### config.mk
export PLATFORM = sky130hd
export DESIGN_NAME = decode_stage
export DESIGN_NICKNAME = d
export VERILOG_FILES = /design/src/rtl/decode_stage.sv
export SDC_FILE = /design/constraint.sdc
export NUM_CORES = 1
export LEC_CHECK = 0
export BUFFER_PORTS_ARGS = -buffer_cell sky130_fd_sc_hd__buf_4
export CAP_MARGIN = 15
export CORE_MARGIN = 3
export CORE_UTILIZATION = 50
export DETAILED_ROUTE_END_ITERATION = 10
export PLACE_DENSITY = 0.85
export SYNTH_ARGS = -nofsm -noshare
export SYNTH_HDL_FRONTEND = slang
export SYNTH_SLANG_ARGS = --single-unit
### constraint.sdc
create_clock -name i_clk -period 4 [get_ports i_clk]
set_input_delay 0.8 -clock i_clk [delete_from_list [all_inputs] [get_ports i_clk]]
set_output_delay 0.8 -clock i_clk [all_outputs]
set_load 0.03 [all_outputs]
### src/rtl/decode_stage.sv
// RV32I decode stage: combinational decode into a 2-entry in-order FIFO, plus sticky trap record and illegal counter.
// Optional feature: define DECODE_STAGE_RV32M_EN to accept the RV32M multiply/divide group.
module decode_stage #(
  parameter int unsigned PC_W  = 32,
  parameter int unsigned CNT_W = 8
) (
  input  logic             i_clk,
  input  logic             i_rst_n,
  input  logic             i_flush,
  input  logic             i_valid,
  output logic             o_ready,
  input  logic [31:0]      i_instr,
  input  logic [PC_W-1:0]  i_pc,
  output logic             o_valid,
  input  logic             i_ready,
  output logic [PC_W-1:0]  o_pc,
  output logic [4:0]       o_rs1,
  output logic [4:0]       o_rd,
  output logic [4:0]       o_rs2,
  output logic [31:0]      o_imm,
  output logic             o_legal,
  output logic             o_branch,
  output logic             o_jump,
  output logic             o_rf_we,
  output logic             o_lsu_we,
  output logic [1:0]       o_alusel1,
  output logic [1:0]       o_alusel2,
  output logic [1:0]       o_wb_sel,
  output logic [4:0]       o_alu_op,
  output logic [2:0]       o_cmp_op,
  output logic [2:0]       o_lsu_size,
  output logic             o_trap,
  output logic [PC_W-1:0]  o_trap_pc,
  output logic [31:0]      o_trap_instr,
  input  logic             i_trap_clr,
  output logic [CNT_W-1:0] o_illegal_cnt
);

  // Shared decoder encodings
  localparam logic [3:0] ALU_OP_ADD  = 4'h0, ALU_OP_SUB = 4'h1, ALU_OP_SLL = 4'h2,
                         ALU_OP_SLT  = 4'h3, ALU_OP_SLTU = 4'h4, ALU_OP_XOR = 4'h5,
                         ALU_OP_SRL  = 4'h6, ALU_OP_SRA = 4'h7, ALU_OP_OR  = 4'h8,
                         ALU_OP_AND  = 4'h9, ALU_OP_INV = 4'hF;
  localparam logic [2:0] CBU_OP_NONE = 3'b010, CBU_OP_INV = 3'b011;
  localparam logic [1:0] ALUSEL1_RS1 = 2'd0, ALUSEL1_PC = 2'd1, ALUSEL1_ZERO = 2'd2;
  localparam logic [1:0] ALUSEL2_RS2 = 2'd0, ALUSEL2_IMM = 2'd1;
  localparam logic [1:0] WB_ALU = 2'd0, WB_LSU = 2'd1, WB_PC4 = 2'd2;

  localparam logic [6:0] OPC_LUI = 7'h37, OPC_AUIPC = 7'h17, OPC_JAL = 7'h6F,
                         OPC_JALR = 7'h67, OPC_BRANCH = 7'h63, OPC_LOAD = 7'h03,
                         OPC_STORE = 7'h23, OPC_OPIMM = 7'h13, OPC_OP = 7'h33;

  typedef struct packed {
    logic [PC_W-1:0] pc;
    logic [4:0]      rs1;
    logic [4:0]      rd;
    logic [4:0]      rs2;
    logic [31:0]     imm;
    logic            legal;
    logic            branch;
    logic            jump;
    logic            rf_we;
    logic            lsu_we;
    logic [1:0]      alusel1;
    logic [1:0]      alusel2;
    logic [1:0]      wb_sel;
    logic [4:0]      alu_op;
    logic [2:0]      cmp_op;
    logic [2:0]      lsu_size;
  } entry_t;

  function automatic logic [3:0] alu_from_f3(input logic [2:0] f3);
    case (f3)
      3'b000:  return ALU_OP_ADD;
      3'b001:  return ALU_OP_SLL;
      3'b010:  return ALU_OP_SLT;
      3'b011:  return ALU_OP_SLTU;
      3'b100:  return ALU_OP_XOR;
      3'b101:  return ALU_OP_SRL;
      3'b110:  return ALU_OP_OR;
      default: return ALU_OP_AND;
    endcase
  endfunction

  logic [6:0]  opc;
  logic [2:0]  f3;
  logic [6:0]  f7;
  logic [31:0] imm_i, imm_s, imm_b, imm_u, imm_j;
  logic [3:0]  alu4;
`ifdef DECODE_STAGE_RV32M_EN
  logic        mext;
`endif
  entry_t      dec;

  assign opc   = i_instr[6:0];
  assign f3    = i_instr[14:12];
  assign f7    = i_instr[31:25];
  assign imm_i = {{20{i_instr[31]}}, i_instr[31:20]};
  assign imm_s = {{20{i_instr[31]}}, i_instr[31:25], i_instr[11:7]};
  assign imm_b = {{19{i_instr[31]}}, i_instr[31], i_instr[7], i_instr[30:25], i_instr[11:8], 1'b0};
  assign imm_u = {i_instr[31:12], 12'h000};
  assign imm_j = {{11{i_instr[31]}}, i_instr[31], i_instr[19:12], i_instr[20], i_instr[30:21], 1'b0};

  always_comb begin
    dec        = '0;
    dec.pc     = i_pc;
    dec.rs1    = i_instr[19:15];
    dec.rd     = i_instr[11:7];
    dec.rs2    = i_instr[24:20];
    dec.cmp_op = CBU_OP_NONE;
    alu4       = ALU_OP_ADD;
`ifdef DECODE_STAGE_RV32M_EN
    mext       = 1'b0;
`endif
    case (opc)
      OPC_LUI: begin
        dec.legal = 1'b1; dec.rf_we = 1'b1; dec.imm = imm_u;
        dec.alusel1 = ALUSEL1_ZERO; dec.alusel2 = ALUSEL2_IMM;
      end
      OPC_AUIPC: begin
        dec.legal = 1'b1; dec.rf_we = 1'b1; dec.imm = imm_u;
        dec.alusel1 = ALUSEL1_PC; dec.alusel2 = ALUSEL2_IMM;
      end
      OPC_JAL: begin
        dec.legal = 1'b1; dec.rf_we = 1'b1; dec.jump = 1'b1; dec.imm = imm_j;
        dec.alusel1 = ALUSEL1_PC; dec.alusel2 = ALUSEL2_IMM; dec.wb_sel = WB_PC4;
      end
      OPC_JALR: begin
        dec.legal = (f3 == 3'b000); dec.rf_we = 1'b1; dec.jump = 1'b1; dec.imm = imm_i;
        dec.alusel1 = ALUSEL1_RS1; dec.alusel2 = ALUSEL2_IMM; dec.wb_sel = WB_PC4;
      end
      OPC_BRANCH: begin
        dec.legal = (f3 != 3'b010) && (f3 != 3'b011); dec.branch = 1'b1; dec.imm = imm_b;
        dec.alusel1 = ALUSEL1_PC; dec.alusel2 = ALUSEL2_IMM; dec.cmp_op = f3;
      end
      OPC_LOAD: begin
        dec.legal = (f3 != 3'b011) && (f3 != 3'b110) && (f3 != 3'b111);
        dec.rf_we = 1'b1; dec.imm = imm_i; dec.alusel2 = ALUSEL2_IMM;
        dec.wb_sel = WB_LSU; dec.lsu_size = f3;
      end
      OPC_STORE: begin
        dec.legal = (f3 < 3'b011); dec.lsu_we = 1'b1; dec.imm = imm_s;
        dec.alusel2 = ALUSEL2_IMM; dec.lsu_size = f3;
      end
      OPC_OPIMM: begin
        dec.rf_we = 1'b1; dec.imm = imm_i; dec.alusel2 = ALUSEL2_IMM;
        alu4 = alu_from_f3(f3);
        if (f3 == 3'b001)      dec.legal = (f7 == 7'h00);
        else if (f3 == 3'b101) begin
          dec.legal = (f7 == 7'h00) || (f7 == 7'h20);
          if (f7 == 7'h20) alu4 = ALU_OP_SRA;
        end
        else                   dec.legal = 1'b1;
      end
      OPC_OP: begin
        dec.rf_we = 1'b1; dec.alusel2 = ALUSEL2_RS2;
        alu4 = alu_from_f3(f3);
        if (f7 == 7'h00) dec.legal = 1'b1;
        else if (f7 == 7'h20 && (f3 == 3'b000 || f3 == 3'b101)) begin
          dec.legal = 1'b1;
          alu4 = (f3 == 3'b000) ? ALU_OP_SUB : ALU_OP_SRA;
        end
`ifdef DECODE_STAGE_RV32M_EN
        else if (f7 == 7'h01) begin
          dec.legal = 1'b1;
          mext = 1'b1;
        end
`endif
      end
      default: ;
    endcase
`ifdef DECODE_STAGE_RV32M_EN
    dec.alu_op = mext ? {2'b10, f3} : {1'b0, alu4};
`else
    dec.alu_op = {1'b0, alu4};
`endif
    if (!dec.legal) begin
      dec.imm = '0; dec.branch = 1'b0; dec.jump = 1'b0; dec.rf_we = 1'b0; dec.lsu_we = 1'b0;
      dec.alusel1 = '0; dec.alusel2 = '0; dec.wb_sel = '0; dec.lsu_size = '0;
      dec.alu_op = {1'b0, ALU_OP_INV};
      dec.cmp_op = CBU_OP_INV;
    end
  end

  // Slot 0 is always the head; a pop shifts slot 1 down
  entry_t     slot0_q, slot0_d, slot1_q, slot1_d;
  logic [1:0] count_q, count_d;
  logic       ready_q;
  logic       push, pop;

  assign push = i_valid && ready_q && !i_flush;
  assign pop  = (count_q != 2'd0) && i_ready;

  always_comb begin
    slot0_d = slot0_q;
    slot1_d = slot1_q;
    count_d = count_q;
    if (i_flush) begin
      count_d = 2'd0;
    end else begin
      case ({push, pop})
        2'b10: begin
          if (count_q == 2'd0) slot0_d = dec;
          else                 slot1_d = dec;
          count_d = count_q + 2'd1;
        end
        2'b01: begin
          slot0_d = slot1_q;
          count_d = count_q - 2'd1;
        end
        2'b11: begin
          if (count_q == 2'd1) slot0_d = dec;
          else begin
            slot0_d = slot1_q;
            slot1_d = dec;
          end
        end
        default: ;
      endcase
    end
  end

  always_ff @(posedge i_clk or negedge i_rst_n) begin
    if (!i_rst_n) begin
      slot0_q <= '0;
      slot1_q <= '0;
      count_q <= 2'd0;
      ready_q <= 1'b0;
    end else begin
      slot0_q <= slot0_d;
      slot1_q <= slot1_d;
      count_q <= count_d;
      ready_q <= (count_d < 2'd2);
    end
  end

  logic             trap_q;
  logic [PC_W-1:0]  trap_pc_q;
  logic [31:0]      trap_instr_q;
  logic [CNT_W-1:0] cnt_q;
  logic             push_ill;

  assign push_ill = push && !dec.legal;

  // A clear coinciding with an illegal push lets the new capture win
  always_ff @(posedge i_clk or negedge i_rst_n) begin
    if (!i_rst_n) begin
      trap_q       <= 1'b0;
      trap_pc_q    <= '0;
      trap_instr_q <= '0;
      cnt_q        <= '0;
    end else begin
      if (push_ill && (!trap_q || i_trap_clr)) begin
        trap_q       <= 1'b1;
        trap_pc_q    <= i_pc;
        trap_instr_q <= i_instr;
      end else if (i_trap_clr) begin
        trap_q <= 1'b0;
      end
      if (push_ill && (cnt_q != '1)) cnt_q <= cnt_q + 1'b1;
    end
  end

  assign o_ready       = ready_q;
  assign o_valid       = (count_q != 2'd0);
  assign o_pc          = slot0_q.pc;
  assign o_rs1         = slot0_q.rs1;
  assign o_rd          = slot0_q.rd;
  assign o_rs2         = slot0_q.rs2;
  assign o_imm         = slot0_q.imm;
  assign o_legal       = slot0_q.legal;
  assign o_branch      = slot0_q.branch;
  assign o_jump        = slot0_q.jump;
  assign o_rf_we       = slot0_q.rf_we;
  assign o_lsu_we      = slot0_q.lsu_we;
  assign o_alusel1     = slot0_q.alusel1;
  assign o_alusel2     = slot0_q.alusel2;
  assign o_wb_sel      = slot0_q.wb_sel;
  assign o_alu_op      = slot0_q.alu_op;
  assign o_cmp_op      = slot0_q.cmp_op;
  assign o_lsu_size    = slot0_q.lsu_size;
  assign o_trap        = trap_q;
  assign o_trap_pc     = trap_pc_q;
  assign o_trap_instr  = trap_instr_q;
  assign o_illegal_cnt = cnt_q;

endmodule
Yosys cells after proc, flatten, opt, wreduce, memory -nomap -nowiden
Cells that the tools add are included.
{ "totals": {"ramBits": 0, "mem_count": 0, "ff_bits": 278, "inputBits": 70, "mem_bits_ro": 0, "latch_bits": 0} }
{ "op_classes": {"reduce_logical": 33, "n_addsub": 3, "n_mul": 0, "muxes": 35, "n_eq_ne": 28, "n_div": 0, "bitwise": 1, "magnitude_cmp": 2, "n_shift": 0} }
{ "op_table": {"columns": ["cell", "n"], "rows": [
  ["101-bit two-way mux", 4],
  ["101-bit one-hot mux with 3 select lines", 1],
  ["101-bit one-hot mux with 2 select lines", 1],
  ["32-bit one-hot mux with 5 select lines", 1],
  ["32-bit two-way mux", 1],
  ["7-bit by 6-bit equality test with 1-bit output, second input constant", 4],
  ["4-bit one-hot mux with 7 select lines", 1],
  ["7-bit equality test, second input constant", 3],
  ["21-bit two-way mux", 1],
  ["4-bit two-way mux", 5],
  ["7-bit by 5-bit equality test with 1-bit output, second input constant", 2],
  ["2-bit one-hot mux with 2 select lines", 3],
  ["1-bit two-way mux", 11],
  ["1-bit logical AND", 10],
  ["3-bit equality test, second input constant", 3],
  ["3-bit two-way mux", 3],
  ["3-bit OR reduction", 3],
  ["8-bit by 1-bit adder with 8-bit output, second input constant", 1],
  ["8-bit != test, second input constant", 1],
  ["4-bit one-hot mux with 2 select lines", 1],
  ["8-bit OR reduction", 1],
  ["7-bit by 2-bit equality test with 1-bit output, second input constant", 1],
  ["7-bit logical NOT", 1],
  ["1-bit one-hot mux with 7 select lines", 1],
  ["other kinds (23)", 38]
]} }

Longest topological paths before layout
Gate-level depths: netlist (run 1).
{ "depth": {"depth_word": 10, "depth_mapped": 12, "depth_no_buf": 10} }

Worst setup path before layout (run 1)
OpenSTA, ideal clock, no wires.
{ "synth_timing": {"path_kind": "input-to-reg", "startpoint": "input port i_valid", "endpoint": "register slot0_q (netlist bit o_imm[0])", "t_required_ns": 3.904, "t_arrival_ns": 2.760, "setup_slack_ns": 1.145, "cell_stages": 11, "n_path_buf": 3, "cell_sequence": "nand2_1 > or2_2 > clkinv_1 > ha_1 > nor2b_1 > or3_1 > clkbuf_1 > clkbuf_1 > clkbuf_1 > a21oi_1 > o31ai_1"} }
{ "synth_between": {"elab_chain_len": 5, "elab_cells_between_ends": 9, "cone_classes": "eq/ne: 4; mux: 1; reduce/logical: 4"} }
{ "synth_lines": {"columns": ["element", "line_no", "text"], "rows": [
  ["start, declared", "10", "input logic i_valid,"],
  ["1-bit logical AND (*) (2 in series)", "191", "assign push = i_valid && ready_q && !i_flush;"],
  ["2-bit equality test or 2-bit by 1-bit equality test with 1-bit output (tied branches)", "201", "case ({push, pop})"],
  ["2-bit != test (no source line) or 3-bit nonzero test (tied branches)", null, null],
  ["3-bit AND reduction (no source line)", null, null],
  ["end signal, assigned", "230", "slot0_q <= slot0_d;"],
  ["end, declared", "186", "entry_t slot0_q, slot0_d, slot1_q, slot1_d;"]
]} }
Every way passes the cells marked *; elsewhere a longest branch is shown, timed or not.
A chain may end at the register's enable or synchronous reset.

Worst setup path after layout (run 1)
{ "layout_timing": {"startpoint": "register count_q[0]", "endpoint": "register slot0_q (netlist bit o_imm[28])"} }
{ "layout_between": {"elab_chain_len": 5, "elab_cells_between_ends": 12, "cone_classes": "eq/ne: 5; mux: 2; reduce/logical: 5"} }
{ "layout_lines": {"columns": ["element", "line_no", "text"], "rows": [
  ["start, declared", "187", "logic [1:0] count_q, count_d;"],
  ["start signal, assigned", "232", "count_q <= count_d;"],
  ["2-bit nonzero test", "192", "assign pop = (count_q != 2'd0) && i_ready;"],
  ["1-bit logical AND", "192", null],
  ["2-bit equality test or 2-bit by 1-bit equality test with 1-bit output (tied branches)", "201", null],
  ["2-bit != test (no source line) or 3-bit nonzero test (tied branches)", null, null],
  ["3-bit AND reduction (no source line)", null, null]
]} }
Several ways; a longest one is shown, not always the timed one.

==> out/qor.txt, run 1 <==
status - complete, no violations
htree depth - 1
Worst-Skew Late Latency - 540 ps
Final period util - 82.8%
slew margin rel. - 38.6%
vias in the first global route - 9,903
clock skew - 9.67 ps
Critical Path RT - 4440 ps
P&R area growth vs syn - 26.7%
core area - 22,900 sq um
Slew Limit Fails - 0
Primary FF master, synth - dfrtp_1
wire per inst - 20.2 um
Top Family by Delay on Critical Path - simple AND/OR/NAND/NOR gates
fmax - 302 MHz
Post-layout nets - 1,422
DRC marker count from the first detailed-route iteration - 906
RR Startpoint - count_q[0]$_DFFE_PN0P_
gr usage total - 25.8%
Worst Path Buf+Inv - 2
Critical Path Source - count_q[0]$_DFFE_PN0P_
Mapped Area - 11,800 sq um
Leak - 7.01 nW
maximum vdd drop - 0.411 mV
number of inserted diodes - 0
Post-synth EDFFs - 0
Seq/Total Area, Yosys - 58.2%
Hold Fails Final Rpt - 0
area of the multi-input gates - 4560 sq um
Setup crit end kind - flip-flop
via count - 9,870
Initial Util - 51.4%
clock-pin transition on the worst setup and hold timing paths - 60 ps
Max Cap Viol - 0
total CTS buffers - 29
layout cells sized above 1 - 26.5%
Post-CTS Repair Setup Buffers - 0
Pwr Density - 711 nW/um^2
first-pass GRT wire length - 53,900 um
worst hold path class - in2async
unrepaired setup endpoints after global routing - no
total routed wirelength - 34,000 um
Worst Tran Pin Value - 917 ps
Via density - 5.87
Setup-failing EPs final - 0
Critical-path top delay cell - or3_4
Yosys reg bits - 274
grt total ovfl - 0
die height - 159 um
Min Clock Period, post-route - 3310 ps
io pins - 246
hold_buf cts - 0
dpl hpwl - 22,000 um
Synth cell types - 62
startpoint class of the critical path - flip-flop
Synth async-reset ratio - 100%
CP Class - reg2reg
area of placed instances - 13,900 sq um
Final TNS setup - 0 ps
slowest cell delay on critical path - 520 ps
clock sinks - 274
number of antenna violations at the first check in global routing - 0
FF/Latch Area - 6860 sq um
largest net degree at the start of global routing - 107
full die area - 25,400 sq um
Syn. warnings - 0
Post-Synthesis Cells - 1,140
port bufs - 243
syn_area_per_cell - 10.3 sq um
Placer Congestion - 0.794
crit path DAT - 3750 ps
crit path cell chain - inv_1 -> ha_1 -> nor2b_1 -> inv_1 -> ha_1 -> nor2b_1 -> or3_4 -> nor2_1 -> nand3_1 -> o22ai_1
Design Area, Final - 14,900 sq um
Root Driver - clkbuf_16
TritonCTS clock tree - built
drt first pass iters - 8
chip width - 159 um
Resized Gates After CTS - 0
row count - 55
CP max FO - 34
clock tree buffer depth - 3
Detail Route Antenna Nets - 0
FILL cells - 1,722
drc violations - 0
flip-flops by register name, summed over array words and instances (netlist names), 4 cells and up:
| name | count |
|---|---|
| o_trap_pc | 32 |
| o_illegal_cnt | 8 |
| o_alu_op | 4 |
| o_rs1 | 5 |
| slot1_q | 99 |
| o_pc | 32 |
| o_rd | 5 |
| o_trap_instr | 32 |
| o_imm | 32 |
| o_rs2 | 5 |
per-stage QoR:
step | util, % | setup WS, ps | cells | total power (W) | hold WS (ps)
after global placement | 60.6 | 663 | 1627 | 0.00767 | 451
final | 65.1 | 689 | 1681 | 0.0106 | 256
after global routing | 65.1 | 498 | 1681 | 0.0111 | 321
after detailed placement | 60.6 | 571 | 1627 | 0.00780 | 463
after floorplan | - | 1140 | 1141 | 0.00621 | 439
after CTS | 65.1 | 794 | 1681 | 0.0106 | 310
cell families after synthesis:
family	count (synthesis)	share of synthesized area, %
compound gates	238	14.2
xor+xnor	6	0.446
fa+ha+maj	7	0.744
buf+inv	98	3.38
flops	274	58.2
mux	68	6.48
other cells	1	0.0318
simple gates	448	16.6
routing by layer:
layer | global-route usage [%] | wire, um | vias to the layer above
li1 | - | - | 4397
met1 | 33.9 | 13500 | 4896
met2 | 41.7 | 16300 | 479
met3 | 5.67 | 2690 | 98
met4 | 10.9 | 1480 | 0
met5 | 0 | 0 | -
synth_stat cells (4+ instances only):
master / instances / area, sq um
nand3_1: 12 / 60.1
o21ai_0: 37 / 185
mux2_2: 39 / 439
nor3_1: 7 / 35.0
a22o_1: 8 / 70.1
o31ai_1: 12 / 90.1
buf_1: 6 / 22.5
buf_2: 15 / 75.1
and3_1: 17 / 106
a22oi_1: 4 / 30.0
ha_1: 7 / 87.6
inv_1: 8 / 30.0
a221o_1: 18 / 180
dfrtp_1: 274 / 6860
nand2_1: 210 / 788
o22ai_1: 16 / 100
mux2_1: 27 / 304
xnor2_1: 5 / 43.8
a221oi_1: 61 / 534
nor2_1: 150 / 563
clkbuf_1: 65 / 244
a31oi_1: 4 / 25.0
a21oi_1: 61 / 305
or3_1: 11 / 68.8
nor2b_1: 7 / 43.8
nand2b_1: 7 / 43.8
power by group:
group	switching, W	leakage, nW	internal (W)
sequential	0.000513	3.37	0.00360
clock	0.00110	0.504	0.00174
combinational	0.00233	3.14	0.00133
cell type report:
class / count / share of cell area (%)
Sequential cell: 274 / 46.0
Multi-Input combinational cell: 769 / 30.6
Clock buffer: 41 / 5.70
Timing Repair Buffer: 262 / 13.7
Inverter: 9 / 0.226
Clock inverter: 13 / 1.17
Tap cell: 313 / 2.63
worst reg2reg max path, cell delays in order, from the launching register on:
cell and delay, ps:
dfrtp_1 400, inv_1 70, ha_1 240, nor2b_1 330
inv_1 210, ha_1 320, nor2b_1 180, or3_4 520
nor2_1 220, nand3_1 400, o22ai_1 340
cell usage in the layout (no fill, tap or decap), drive strengths merged, types with 7 or more instances in the layout:
cell type,count
and3,17
o21ai,37
nand3,13
inv,9
nor2b,7
clkbuf,41
a221oi,61
nand2,210
nor2,150
a22o,8
dfrtp,274
o31ai,12
mux2,66
clkinv,7
buf,262
nor3,8
a21oi,61
ha,7
nand2b,7
or3,11
a221o,18
o22ai,16
worst paths after layout:
path,to,slack (ps),depth (start not counted)
worst max register to register,o_imm[28]$_DFFE_PN0P_,690,10
min in group i_clk,slot1_q[93]$_DFFE_PN0P_,470,3
max in group asynchronous,o_pc[23]$_DFFE_PN0P_,2780,2
worst max-delay path,o_imm[28]$_DFFE_PN0P_,690,10
worst min-delay path,o_trap_instr[29]$_DFFE_PN0P_,260,1
worst min register to register,slot1_q[95]$_DFFE_PN0P_,480,2
Note: power is estimated with default switching activity, not from simulation.
==> run 2, diff against run 1 <==
- PLACE_DENSITY: 0.85 -> 0.88
- clock period: 4 -> 2.8 ns (I/O delays scaled with it)
==> run 2 against run 1 <==
  * Sequential cell count unchanged
  * Total power grew 43%
  * Global-route usage is 1.1 points higher
  * Cell count up 1.5%
  * Count of clock-buffer cells in the layout is 2 higher
  * Core utilization grew 1.3 points
  * Via count is 3.2% higher
  * Largest cell class unchanged
  * Highest routed layer unchanged
==> out/qor.txt, run 2 (synthesis results as in run 1) <==
full die area - 25,400 sq um
Final Power - 0.0152 W
largest net degree at the start of global routing - 78
total routed wirelength - 35,100 um
worst hold path class - in2async
chip width - 159 um
dpl hpwl - 23,600 um
CP Class - reg2reg
TritonCTS clock tree - built
Worst-Skew Late Latency - 530 ps
clock sinks - 274
Initial Util - 51.4%
number of inserted diodes - 0
drt first pass iters - 5
clock-pin transition on the worst setup and hold timing paths - 60 ps
Setup crit end kind - flip-flop
Slew Limit Fails - 0
core area - 22,900 sq um
Via density - 5.97
Root Driver - clkbuf_16
Final period util - 94.1%
slew margin rel. - 41.2%
Design Area, Final - 15,200 sq um
area of placed instances - 14,200 sq um
DRC marker count from the first detailed-route iteration - 1,078
gr usage total - 26.9%
final std cells w/o fill - 1,707
Post-layout nets - 1,449
Worst Tran Pin Value - 879 ps
startpoint class of the critical path - flip-flop
maximum vdd drop - 0.866 mV
io pins - 246
Final TNS setup - 0 ps
fmax - 380 MHz
Top reg by flops - slot1_q
clock tree buffer depth - 3
port bufs - 243
unrepaired setup endpoints after global routing - no
die height - 159 um
grt total ovfl - 0
first-pass GRT wire length - 56,300 um
drc violations - 0
commonest non-fill, non-tap cell in the layout - dfrtp_1
Hold Fails Final Rpt - 0
via count - 10,186
r2r setup slk - 170 ps
Max Cap Viol - 0
Placer Congestion - 0.854
Setup-failing EPs final - 0
Detail Route Antenna Nets - 0
total CTS buffers - 29
htree depth - 1
row count - 55
most frequent cells in the layout - dfrtp_1, buf_4, nand2_1
Leak - 7.16 nW
Pwr Density - 998 nW/um^2
CP max FO - 37
number of flip-flops in the largest register - 99
status - complete, no violations
Critical Path RT - 3200 ps
number of antenna violations at the first check in global routing - 0
layout cells sized above 1 - 27.7%
placed insts - 1,654
vias in the first global route - 10,350
FILL cells - 1,656
area of the multi-input gates - 4560 sq um
FF/Latch Area - 6860 sq um
Post-CTS Repair Setup Buffers - 0
Min Clock Period, post-route - 2630 ps
clock skew - 10.6 ps
wire per inst - 20.6 um
crit path DAT - 3030 ps
P&R area growth vs syn - 29.1%
## run 2: worst max-delay path, cell delays in order (launching register included)
cell	delay, ps
dfrtp_1	390
inv_1	70
ha_1	250
nor2b_1	180
inv_1	90
buf_4	160
ha_1	220
or3_4	420
buf_4	280
a221oi_1	310
o22ai_1	130
## run 2: metrics by stage
step	hold slack, ps	utilization (%)	setup slack [ps]
after global routing	54.6	66.4	12.1
after global placement	451	61.9	180
after CTS	36.6	66.3	118
final	9.14	66.4	166
after floorplan	264	-	185
after detailed placement	461	61.9	107
## run 2: repair_timing
| action | in CTS | in global routing |
|---|---|---|
| setup endpoints to repair | 0 | 14 |
| hold buffers | 0 | 0 |
| gates resized for setup | 0 | 3 |
## run 2: path summary, 6_finish.rpt
kind                                         startpoint                            to  depth (start not counted)
worst max-delay path             count_q[0]$_DFFE_PN0P_         o_imm[27]$_DFFE_PN0P_                         10
worst min-delay path                            i_rst_n  o_trap_instr[26]$_DFFE_PN0P_                          1
worst max register to register   count_q[0]$_DFFE_PN0P_         o_imm[27]$_DFFE_PN0P_                         10
worst min register to register  slot1_q[22]$_DFFE_PN0P_       slot1_q[22]$_DFFE_PN0P_                          2
max in group asynchronous                       i_rst_n       slot1_q[32]$_DFFE_PN0P_                          2
min in group i_clk                              i_flush        count_q[0]$_DFFE_PN0P_                          2
## run 2: power by group
| group | switching (W) | internal [W] | leakage [nW] |
|---|---|---|---|
| Combinational | 0.00338 | 0.00196 | 3.30 |
| Sequential | 0.000728 | 0.00514 | 3.37 |
| Clock | 0.00154 | 0.00243 | 0.487 |
| Total | 0.00565 | 0.00953 | 7.16 |
## run 2: layout make-up
cell class                 instances  share of cell area, %
tap                              313                   2.58
inverter                           9                  0.222
clock buffer                      43                   5.51
sequential                       274                   45.1
multi-input combinational        769                   30.0
timing repair buffer             289                   15.5
clock inverter                    10                   1.05
## run 2: routing by layer
metal	GRT usage (%)	vias to the layer above	part of all wire, %
met1	35.0	5046	38
met3	5.07	123	8.1
met2	43.5	556	48
met4	13.5	0	5.3
met5	0	-	0
li1	-	4461	-
==> run 3, diff against run 2 <==
- CORE_ASPECT_RATIO: not set -> 0.6
- CTS_BUF_LIST: not set -> sky130_fd_sc_hd__clkbuf_16
==> run 3 against run 2 <==
  * Non-clock buffer count decreased by 2
  * Critical path depth increased by 1
  * Highest routed layer unchanged
  * Worst hold slack improved by 230 ps
==> out/qor.txt, run 3 (synthesis results as in run 1) <==
status - complete, no violations
Max Cap Viol - 0
final std cells w/o fill - 1,693
slew margin rel. - 48.6%
clock sinks - 274
total routed wirelength - 35,300 um
RR Startpoint - count_q[0]$_DFFE_PN0P_
Critical-path top delay cell - or3_4
row count - 42
Final Power - 0.0149 W
Placer Congestion - 0.888
commonest non-fill, non-tap cell in the layout - dfrtp_1
Final Util - 66.6%
clock-pin transition on the worst setup and hold timing paths - 70 ps
Worst Tran Pin Value - 764 ps
Min Clock Period, post-route - 2670 ps
startpoint class of the critical path - flip-flop
Top reg by flops - slot1_q
switching power - 0.00564 W
crit path cell chain - inv_1 -> ha_1 -> nor2b_2 -> inv_1 -> ha_2 -> nor2b_2 -> or3_4 -> nor2_1 -> nand3_1 -> buf_4 -> o22ai_1
CP Class - reg2reg
Initial Util - 52.1%
drt first pass iters - 6
R2R depth - 11
Via density - 5.96
number of flip-flops in the largest register - 99
DRC marker count from the first detailed-route iteration - 985
htree depth - 1
TritonCTS clock tree - built
layout cells sized above 1 - 27.6%
die height - 125 um
drc violations - 0
HP Start - i_pc[17]
Critical Path RT - 3240 ps
Slew Limit Fails - 0
largest net degree at the start of global routing - 88
sequential power share - 39.5%
Setup-failing EPs final - 0
P&R area growth vs syn - 27.8%
r2r setup slk - 130 ps
reg2reg end - o_imm[22]$_DFFE_PN0P_
clock tree buffer depth - 3
full die area - 25,500 sq um
most frequent cells in the layout - dfrtp_1, buf_4, nand2_1
placed insts - 1,642
switching share of power - 38.0%
wire per inst - 20.9 um
Post-layout nets - 1,446
port bufs - 243
clock share of power - 24.7%
Root Driver - clkbuf_16
Final period util - 95.4%
clock skew - 10.9 ps
chip width - 204 um
Hold Fails Final Rpt - 0
number of antenna violations at the first check in global routing - 0
Worst-Skew Late Latency - 530 ps
grt total ovfl - 0
Pwr Density - 987 nW/um^2
internal power - 0.00921 W
crit path DAT - 3110 ps
io pins - 246
Place WS - -57.3 ps
gr usage total - 27.0%
final hold slack - 235 ps
worst hold path class - in2reg
vias in the first global route - 9,816
core area - 22,600 sq um
setup slack after layout - 130 ps
dpl hpwl - 23,700 um
CP max FO - 11
first-pass GRT wire length - 55,300 um
total CTS buffers - 27
Leak - 7.10 nW
fmax - 374 MHz
Setup crit end kind - flip-flop
combinational power share - 35.8%
slowest cell delay on critical path - 470 ps
number of inserted diodes - 0
maximum vdd drop - 0.704 mV
WHS Path Cells - 3
via count - 10,084
Hold Path Sink - slot1_q[86]$_DFFE_PN0P_
Detail Route Antenna Nets - 0
run 3: critical path, delay by kind of cell (launching register included):
family	cells	cell delay, ps
simple gates	5	1140
fa+ha+maj	2	490
buf+inv	3	400
flops	1	350
compound gates	1	190
run 3: area by class of cell:
cell class | count | area, sq um
Sequential cell | 274 | 6860
Inverter | 9 | 33.8
Tap cell | 308 | 385
Timing Repair Buffer | 287 | 2310
Fill cell | 1703 | 7550
Clock inverter | 18 | 203
Clock buffer | 27 | 676
Multi-Input combinational cell | 770 | 4590
run 3: power by group through the flow:
stage          sequential (W)  clock, W  combinational, W
2_1_floorplan         0.00748         0           0.00140
3_3_place_gp          0.00584         0           0.00518
5_1_grt               0.00600   0.00389           0.00568
4_1_cts               0.00585   0.00372           0.00533
6_report              0.00586   0.00367           0.00532
3_5_place_dp          0.00590         0           0.00529
run 3: repair_timing:
| action | in CTS | in global routing |
|---|---|---|
| hold buffers | 1 | 0 |
| buffers inserted | 3 | 1 |
| pin swaps | 1 | 1 |
| resized for setup | 1 | 6 |
| endpoints found under the hold margin | 48 | 0 |
| endpoints found under the setup margin | 15 | 157 |
| gates cloned | 1 | 0 |
run 3: metrics by stage:
step                setup TNS (ps)  cell area [sq um]
floorplan                        0              11800
CTS                              0              15000
global route                  -138              15000
finish                           0              15000
global placement                 0              14100
detailed placement            -451              14100
run 3: routing by layer:
layer / up-vias / global-route usage (%) / routed length (um)
met2: 558 / 39.3 / 15300
met3: 70 / 8.23 / 4190
met1: 4989 / 40.0 / 15100
met5: - / 0 / 0
met4: 0 / 5.86 / 764
li1: 4467 / - / -
run 3: worst max path at each step:
stage                                    to              startpoint  slack, ps  depth (start not counted)
CTS                   o_imm[22]$_DFFE_PN0P_  count_q[0]$_DFFE_PN0P_         60                         11
finish                o_imm[22]$_DFFE_PN0P_  count_q[0]$_DFFE_PN0P_        130                         11
global route           o_pc[27]$_DFFE_PN0P_    count_q[1]$_DFF_PN0_        -30                         11
global placement    slot1_q[44]$_DFFE_PN0P_                 i_valid        110                          9
detailed placement  slot1_q[44]$_DFFE_PN0P_                 i_valid        -60                          9
floorplan              o_imm[0]$_DFFE_PN0P_                 i_valid        180                         11
